$ cat src/rtl/bhr_pkg.sv
// Shared types and constants for the speculative branch-history controller.
// Optional statistics are enabled by defining BHR_SPEC_STATS_EN.
package bhr_pkg;

    typedef enum logic {
        IDLE    = 1'b0,
        RECOVER = 1'b1
    } bhr_state_t;

    localparam int BHR_DEFAULT_M     = 4;
    localparam int BHR_DEFAULT_DEPTH = 4;
    localparam int BHR_CNT_W         = 16;

endpackage

$ cat src/rtl/bhr_ckpt_fifo.sv
// DEPTH x 1-bit checkpoint queue of in-flight branch predictions.
// A flush empties the queue and overrides any push or pop in the same cycle.
module bhr_ckpt_fifo
    import bhr_pkg::*;
#(
    parameter int DEPTH = BHR_DEFAULT_DEPTH
) (
    input  logic                         clk,
    input  logic                         reset,
    input  logic                         push,
    input  logic                         push_data,
    input  logic                         pop,
    input  logic                         flush,
    output logic                         head,
    output logic [$clog2(DEPTH+1)-1:0]   count
);

    localparam int PTR_W = $clog2(DEPTH);
    localparam int OCC_W = $clog2(DEPTH+1);
    localparam logic [OCC_W-1:0] FULL_OCC = OCC_W'(DEPTH);

    logic [DEPTH-1:0] mem;
    logic [PTR_W-1:0] wr_ptr;
    logic [PTR_W-1:0] rd_ptr;
    logic             push_ok;
    logic             pop_ok;

    // Guards keep the count inside 0..DEPTH even if a caller misbehaves.
    assign push_ok = push && !flush && (count != FULL_OCC);
    assign pop_ok  = pop  && !flush && (count != '0);
    assign head    = mem[rd_ptr];

    always_ff @(posedge clk or posedge reset) begin
        if (reset) begin
            mem    <= '0;
            wr_ptr <= '0;
            rd_ptr <= '0;
            count  <= '0;
        end else if (flush) begin
            wr_ptr <= '0;
            rd_ptr <= '0;
            count  <= '0;
        end else begin
            if (push_ok) begin
                mem[wr_ptr] <= push_data;
                wr_ptr      <= wr_ptr + PTR_W'(1);
            end
            if (pop_ok) begin
                rd_ptr <= rd_ptr + PTR_W'(1);
            end
            case ({push_ok, pop_ok})
                2'b10:   count <= count + OCC_W'(1);
                2'b01:   count <= count - OCC_W'(1);
                default: count <= count;
            endcase
        end
    end

endmodule

$ cat src/rtl/bhr_spec_ctrl.sv
// Speculative/architectural global branch history controller with mispredict repair.
// Define BHR_SPEC_STATS_EN to add saturating resolve/mispredict counters.
module bhr_spec_ctrl
    import bhr_pkg::*;
#(
    parameter int M     = BHR_DEFAULT_M,
    parameter int DEPTH = BHR_DEFAULT_DEPTH
) (
    input  logic                         clk,
    input  logic                         reset,
    input  logic                         pred_valid,
    input  logic                         pred_taken,
    output logic                         pred_ready,
    input  logic                         res_valid,
    input  logic                         res_taken,
    output logic                         res_ready,
    output logic [M-1:0]                 spec_hist,
    output logic [M-1:0]                 arch_hist,
    output logic                         mispredict,
    output logic [$clog2(DEPTH+1)-1:0]   occupancy
`ifdef BHR_SPEC_STATS_EN
    ,
    output logic [BHR_CNT_W-1:0]         resolve_count,
    output logic [BHR_CNT_W-1:0]         mispredict_count
`endif
);

    localparam int OCC_W = $clog2(DEPTH+1);
    localparam logic [OCC_W-1:0] FULL_OCC = OCC_W'(DEPTH);

    bhr_state_t state;
    logic       pred_fire;
    logic       res_fire;
    logic       ckpt_head;
    logic       mis_event;

    // Handshake readies come only from registered state, never from inputs.
    assign pred_ready = (state == IDLE) && (occupancy < FULL_OCC);
    assign res_ready  = (occupancy != '0);
    assign pred_fire  = pred_valid && pred_ready;
    assign res_fire   = res_valid && res_ready;
    assign mis_event  = res_fire && (res_taken != ckpt_head);

    // A prediction arriving alongside a mispredict is younger and is squashed.
    bhr_ckpt_fifo #(
        .DEPTH (DEPTH)
    ) u_ckpt_fifo (
        .clk       (clk),
        .reset     (reset),
        .push      (pred_fire && !mis_event),
        .push_data (pred_taken),
        .pop       (res_fire),
        .flush     (mis_event),
        .head      (ckpt_head),
        .count     (occupancy)
    );

    always_ff @(posedge clk or posedge reset) begin
        if (reset) begin
            state      <= IDLE;
            mispredict <= 1'b0;
        end else begin
            mispredict <= mis_event;
            case (state)
                IDLE:    if (mis_event) state <= RECOVER;
                RECOVER: state <= IDLE;
                default: state <= IDLE;
            endcase
        end
    end

    // Repair rebuilds speculative history from the committed history plus the true outcome.
    always_ff @(posedge clk or posedge reset) begin
        if (reset) begin
            spec_hist <= '0;
            arch_hist <= '0;
        end else begin
            if (mis_event) begin
                spec_hist <= {arch_hist[M-2:0], res_taken};
            end else if (pred_fire) begin
                spec_hist <= {spec_hist[M-2:0], pred_taken};
            end
            if (res_fire) begin
                arch_hist <= {arch_hist[M-2:0], res_taken};
            end
        end
    end

`ifdef BHR_SPEC_STATS_EN
    always_ff @(posedge clk or posedge reset) begin
        if (reset) begin
            resolve_count    <= '0;
            mispredict_count <= '0;
        end else begin
            if (res_fire && (resolve_count != '1)) begin
                resolve_count <= resolve_count + BHR_CNT_W'(1);
            end
            if (mis_event && (mispredict_count != '1)) begin
                mispredict_count <= mispredict_count + BHR_CNT_W'(1);
            end
        end
    end
`endif

endmodule

$ cat config.mk
export PLATFORM = sky130hd
export DESIGN_NAME = bhr_spec_ctrl
export DESIGN_NICKNAME = d
export VERILOG_FILES = /design/src/rtl/bhr_pkg.sv /design/src/rtl/bhr_ckpt_fifo.sv /design/src/rtl/bhr_spec_ctrl.sv
export SDC_FILE = /design/constraint.sdc
export NUM_CORES = 1
export LEC_CHECK = 0
export BUFFER_PORTS_ARGS = -buffer_cell sky130_fd_sc_hd__buf_2
export CORE_MARGIN = 2
export CORE_UTILIZATION = 45
export CTS_BUF_LIST = sky130_fd_sc_hd__clkbuf_2 sky130_fd_sc_hd__clkbuf_4 sky130_fd_sc_hd__clkbuf_8
export DETAILED_ROUTE_END_ITERATION = 8
export HOLD_SLACK_MARGIN = 0.12
export PLACE_DENSITY = 0.68
export SLEW_MARGIN = 20
export SYNTH_ARGS = -nofsm -noshare
export SYNTH_HDL_FRONTEND = slang
export SYNTH_SLANG_ARGS = --single-unit
$ cat constraint.sdc
create_clock -name clk -period 2.6 [get_ports clk]
set_input_delay 0.26 -clock clk [delete_from_list [all_inputs] [get_ports clk]]
set_output_delay 0.26 -clock clk [all_outputs]
set_load 0.05 [all_outputs]
* Yosys cells after proc, flatten, opt, wreduce, memory -nomap -nowiden
Index checks and enable logic that the tools add are counted.
** Word-level totals
- Flip-flop bits (word level) :: 21
- Logic and storage cells :: 54
** Operators by class
- $add $sub $neg :: 4
- Order comparisons :: 4
- Eq/ne operators :: 4
- Multiplexer cells :: 15
- Bitwise gates (word level) :: 2
- Reductions and logical operators :: 17
** Operators by type and width (number)
- 1-bit logical AND :: 10
- 2-bit 2-to-1 mux :: 4
- 4-bit 2-to-1 mux :: 2
- 2-bit by 3-bit < comparator with 1-bit output (second input constant) :: 2
- 3-bit case mux with 2 select lines :: 1
- 2-bit nonzero test :: 3
- 3-bit nonzero test :: 2
- 2-bit by 1-bit adder with 2-bit output (second input constant) :: 2
- 4-bit bitwise mux :: 1
- 3-bit by 1-bit adder with 3-bit output (second input constant) :: 1
- 3-bit < comparator (second input constant) :: 1
- 1-bit 2-to-1 mux :: 3
- 3-bit 2-to-1 mux :: 1
- 3-bit != test (second input constant) :: 1
- 3-bit by 1-bit subtractor with 3-bit output (second input constant) :: 1
- 1-bit binary-select mux with 2-bit select :: 1
- 1-bit demux with 2-bit select :: 1
- 2-bit by 1-bit equality test with 1-bit output (second input constant) :: 1
- 2-bit equality test (second input constant) :: 1
- 2-bit by 1-bit >= comparator with 1-bit output (second input constant) :: 1
- 1-bit NOT :: 2
- 1-bit case mux with 2 select lines :: 1
- 2-bit AND reduction :: 1
- 1-bit zero test :: 1
- 1-bit != test :: 1

* Longest topological paths before layout
- Depth in word-level cells :: 11
- Mapped depth :: 7
- Gate-level depth less buffers :: 7

* Modules after synthesis
From an unflattened synthesis, not the netlist that was laid out.
** Unflattened totals
- Cell total of the unflattened synthesis :: 112
- Area, all modules :: 1188.6 um^2
** Modules (own cells, without submodules)
- bhr_ckpt_fifo :: times used 1, cells each 67, area an instance 686.9 um^2, seq. area each 275.3 um^2
- bhr_spec_ctrl :: times used 1, cells each 45, area an instance 501.7 um^2, seq. area each 250.2 um^2

* Worst setup path before layout
OpenSTA, ideal clock, no wires.
- Kind :: register -> register
- Start :: register u_ckpt_fifo.count[0]
- End :: register u_ckpt_fifo.count[2]
- Setup time :: 0.077 ns
- Arrival time :: 2.199 ns
- Data required time :: 2.523 ns
- Slack :: 0.323 ns
- Cell stages (with the launch flop) :: 8
- Clock period less this slack :: 2.277 ns
- Cells stage by stage :: dfrtp_1 -> o31ai_1 -> clkbuf_1 -> nor3_1 -> fa_1 -> nor3_1 -> o21ai_0 -> a21oi_1
** On the way
- Longest elaborated chain between the ends :: 10
- Elaborated cells between the ends (all ways) :: 20
- Classes of those cells :: 2 x add/sub; 1 x order compare; 3 x eq/ne; 2 x mux; 12 x reduce/logical
** Ends and longest elaborated chain
- start, declared :: RTL line bhr_ckpt_fifo.sv:15 : output logic [$clog2(DEPTH+1)-1:0] count
- start signal, assigned :: RTL line bhr_ckpt_fifo.sv:52 : 2'b10: count <= count + OCC_W'(1);
- start signal, assigned :: RTL line bhr_ckpt_fifo.sv:53 : 2'b01: count <= count - OCC_W'(1);
- start signal, assigned :: RTL line bhr_ckpt_fifo.sv:54 : default: count <= count;
- branches (longest 10 deep; another with 3-bit < comparator)
Parallel ways; which one is timed is not known.
A chain may end at the register's enable or synchronous reset.

* Worst setup path after layout
- Start :: register u_ckpt_fifo.rd_ptr[0]
- End :: register u_ckpt_fifo.count[2]
** On the way
- Longest elaborated chain between the ends :: 11
- Elaborated cells between the ends (all ways) :: 15
- Classes of those cells :: 3 x eq/ne; 4 x mux; 8 x reduce/logical
** Ends and longest elaborated chain
- start, declared :: RTL line bhr_ckpt_fifo.sv:24 : logic [PTR_W-1:0] rd_ptr;
- start signal, assigned :: RTL line bhr_ckpt_fifo.sv:49 : rd_ptr <= rd_ptr + PTR_W'(1);
- 1-bit binary-select mux with 2-bit select (*) :: RTL line bhr_ckpt_fifo.sv:31 : assign head = mem[rd_ptr];
- 1-bit 2-to-1 mux (not written as such) (*) :: RTL line bhr_ckpt_fifo.sv:31
- 1-bit != test (*) :: RTL line bhr_spec_ctrl.sv:42 : assign mis_event = res_fire && (res_taken != ckpt_head);
- 1-bit logical AND (*) :: RTL line bhr_spec_ctrl.sv:42
- 1-bit zero test :: RTL line bhr_ckpt_fifo.sv:29, bhr_ckpt_fifo.sv:30, bhr_spec_ctrl.sv:50
- 1-bit logical AND :: RTL line bhr_spec_ctrl.sv:50 : .push (pred_fire && !mis_event),
- 1-bit logical AND (2 in series) :: RTL line bhr_ckpt_fifo.sv:29 : assign push_ok = push && !flush && (count != FULL_OCC);
- 2-bit by 1-bit equality test with 1-bit output / 2-bit equality test (equally long branches) :: RTL line bhr_ckpt_fifo.sv:51 : case ({push_ok, pop_ok})
- 3-bit case mux with 2 select lines :: RTL line bhr_ckpt_fifo.sv:51
- 3-bit 2-to-1 mux :: RTL line bhr_ckpt_fifo.sv:39 : end else if (flush) begin
Mark *: on every way between the ends. The rest lies on a longest branch, timed or not. The select of a mux whose other input is x is not followed.

==> summary.md <==
| Metric | Value |
|---|---|
| Status | completed |
| Cell Count, Final, Fillers Out | 154 |
| Largest cells by area after synthesis | dfrtp_1, nand2_1, ha_1, mux2i_1, mux2_2 |
| IO Port Bufs | 19 |
| F_max | 0.428 GHz |
| Number of warnings reported in the yosys synthesis log | 0 |
| Wire length of the first global-routing pass | 3.41 mm |
| Number of standard-cell rows in the floorplan | 17 |
| Placement Cell Area | 0.00122 mm2 |
| Core Footprint | 0.00228 mm2 |
| WHS Endpoint | u_ckpt_fifo.mem[3] |
| Effective utilization at floorplan | 48.6% |
| Setup repair after global routing missed its margin | false |
| Drt wl/cell | 12.7 um |
| Clock Latency Late Sink | 0.30 ns |
| Setup clock skew after layout | 0.00269 ns |
| Congestion Overflow GR | 0 |
| CTS tree | built |
| Synth Register Bits | 21 |
| Worst Hold Path Cells | 2 |
| Arrival time at the worst endpoint | 2.58 ns |
| Synth Net Count | 116 |
| Setup TNS Final | 0 ns |
| Final estimated routing congestion in global placement | 0.741 |
| Number of optimization iterations in the first detailed-route pass | 4 |
| Startpoint-to-endpoint class of the critical path | reg -> reg |
| Number of global-route vias before repair | 798 |
| Crit Reg-Reg Startpoint | u_ckpt_fifo.rd_ptr[0] |
| Netlist area before placement | 0.00111 mm2 |
| Synthesized area divided by synthesized cell count | 10.5 um2 |
| Ratio of routed vias to standard cells | 5.23 |
| Total Routed Length | 1.96 mm |
| Final period util | 89.8% |
| Floorplan die height | 53.6 um |
| Fraction of synthesized cell area taken by the top area cell type | 47.5% |
| Library cell with the largest summed area after synthesis | dfrtp_1 |
| Share of final-layout standard cells stronger than drive strength 1 | 27.0% |
| Startpoint kind of the worst setup timing path | flip-flop |
| Clock Path Buffers | 2 |
| FF-to-FF setup slack | 0.26 ns |
| Post-synthesis sequential area ratio | 47.5% |
| Register clock-pin slew on the reported worst setup and hold paths | 0.12 ns |
| Ys async rst share | 100% |
| Buffer count from post-CTS setup fixing | 0 |
| Area of the die | 0.00287 mm2 |
| Final hold violation count | 0 |
| Routed vias | 806 |
| Largest net degree at the start of global routing | 22 |
| Critical Path Fanout Max | 10 |
| # fillers | 216 |
| TritonCTS Buffers | 3 |
| DP HPWL | 1.41 mm |
| Diodes inserted | 0 |
| Top Ports | 20 |
| Worst Max-Slew Pin Slew | 0.791 ns |
| Most frequent cells after synthesis | dfrtp_1, nand2_1, a21oi_1, nor2_1 |
| Number of distinct standard cells referenced by the synthesized netlist | 31 |
| Most common cell in the synthesized netlist | dfrtp_1 |
| Area taken by multi-input logic gates | 542 um2 |
| Number of sinks handled by clock tree synthesis | 21 |
| FF+latch area | 526 um2 |
| Net count of the finished layout | 138 |
| Mapped Cells | 105 |
| Worst-case reg-to-reg path depth | 7 |
| Relative area change from synthesis to final layout | 14.0% |
| Worst min-delay path category | in -> reg |
| Inst Count DP | 149 |
| Hold Crit Start | pred_taken |
| Worst setup EP type | flip-flop |
| Clock period minus final worst setup slack | 2.34 ns |
| Top_reg_cell synth | dfrtp_1 |
| Remaining antenna violation count after routing | 0 |
| Overall fraction of global-route tracks in use | 16.9% |
| Worst Setup Slack post-DPL | 0.282 ns |
| Horizontal extent of the die | 53.6 um |
| Required time at the endpoint of the critical path | 2.84 ns |
| Clock Tree Root | clkbuf_4 |
| DRC violations left | 0 |
| Count of routing violations after the opening detailed-route iteration | 10 |
| Antenna violations before repair | 0 |
| Final Max Tran Viols | 0 |
| Final-report setup violation count | 0 |
| Max capacitance violation total | 0 |
| CTS H-Tree Depth | 1 |
| Number of synthesized flops with an enable pin | 0 |
| Slew HR | 47.2% |
| Smallest setup slack after layout | 0.265 ns |
| Number of instances resized during post-cts repair | 0 |
| Final instance area | 0.00126 mm2 |
| Endpoint of the worst register-to-register path | u_ckpt_fifo.count[2] |
## state kept, by name (all words and copies together), names as in the netlist
signal	flops
arch_hist	4
mispredict	1
spec_hist	4
state	1
u_ckpt_fifo.count	3
u_ckpt_fifo.mem	4
u_ckpt_fifo.rd_ptr	2
u_ckpt_fifo.wr_ptr	2
## through the flow
stage	utilization (%)	hold slack [ns]
2_1_floorplan	-	0.237
3_3_place_gp	53.8	0.445
3_5_place_dp	53.8	0.449
4_1_cts	55.4	0.225
5_1_grt	55.4	0.236
6_report	55.4	0.245
## logic make-up after synthesis
family | Yosys count | share of synthesized area [%]
flip-flops | 21 | 47.5
adder cells (fa/ha/maj) | 5 | 6.34
buffers and inverters | 8 | 3.51
XOR/XNOR | 5 | 5.66
AND/OR/NAND/NOR | 39 | 17.6
multiplexers | 10 | 10.6
AO/OA/AOI/OAI | 17 | 8.71
## worst max path at each step
stage,start,endpoint,slack [ns],cells past startpoint
2_1_floorplan,u_ckpt_fifo.count[0],u_ckpt_fifo.count[2],0.32,7
3_3_place_gp,u_ckpt_fifo.rd_ptr[0],u_ckpt_fifo.count[2],0.38,7
3_5_place_dp,u_ckpt_fifo.rd_ptr[0],u_ckpt_fifo.count[2],0.28,7
4_1_cts,u_ckpt_fifo.rd_ptr[0],u_ckpt_fifo.count[2],0.26,7
5_1_grt,u_ckpt_fifo.rd_ptr[0],u_ckpt_fifo.count[2],0.15,7
6_report,u_ckpt_fifo.rd_ptr[0],u_ckpt_fifo.count[2],0.26,7
## cells in the final DEF, fill, tap and decap left out, types with 2 or more instances in the layout
cell	Yosys	final
mux2_2	4	4
o21ai_0	3	3
buf_2	1	19
clkbuf_4	0	3
ha_1	4	4
a21oi_1	7	7
nand2_1	17	17
nor3_1	3	3
buf_4	0	2
dfrtp_1	21	21
o21ai_1	3	3
xnor2_1	3	3
inv_1	3	3
nor2_1	7	7
mux2i_1	5	5
nand3_1	5	5
## critical path, cell delays in order (launching register included)
cell	delay, ns
dfrtp_1	0.44
mux4_2	0.59
xor2_4	0.30
nor3_1	0.11
fa_1	0.40
nor3_1	0.19
o21ai_0	0.09
a21oi_1	0.14
## what timing repair did
item / CTS / global route
hold buffers: 1 / 0
endpoints found under the setup margin: 0 / 0
hold endpoints to repair: 21 / 0
## routing by layer
metal / vias to the layer above / routed length [um] / track usage, %
li1: 396 / - / -
met1: 386 / 923 / 21.4
met2: 20 / 905 / 27.0
met3: 4 / 98 / 3.33
met4: 0 / 29 / 9.83
met5: - / 0 / 0
## area by class of cell
cell class,count,share of cell area [%]
repair buffers,22,9.52
clock inverters,1,0.397
inverters,3,0.893
well taps,28,2.78
flip-flops and latches,21,41.7
multi-input cells,76,43.0
clock buffers,3,1.79
Power is left out: the tool's default activity adds up to more than one toggle a clock period on the data nets, which glitch-free logic cannot reach.
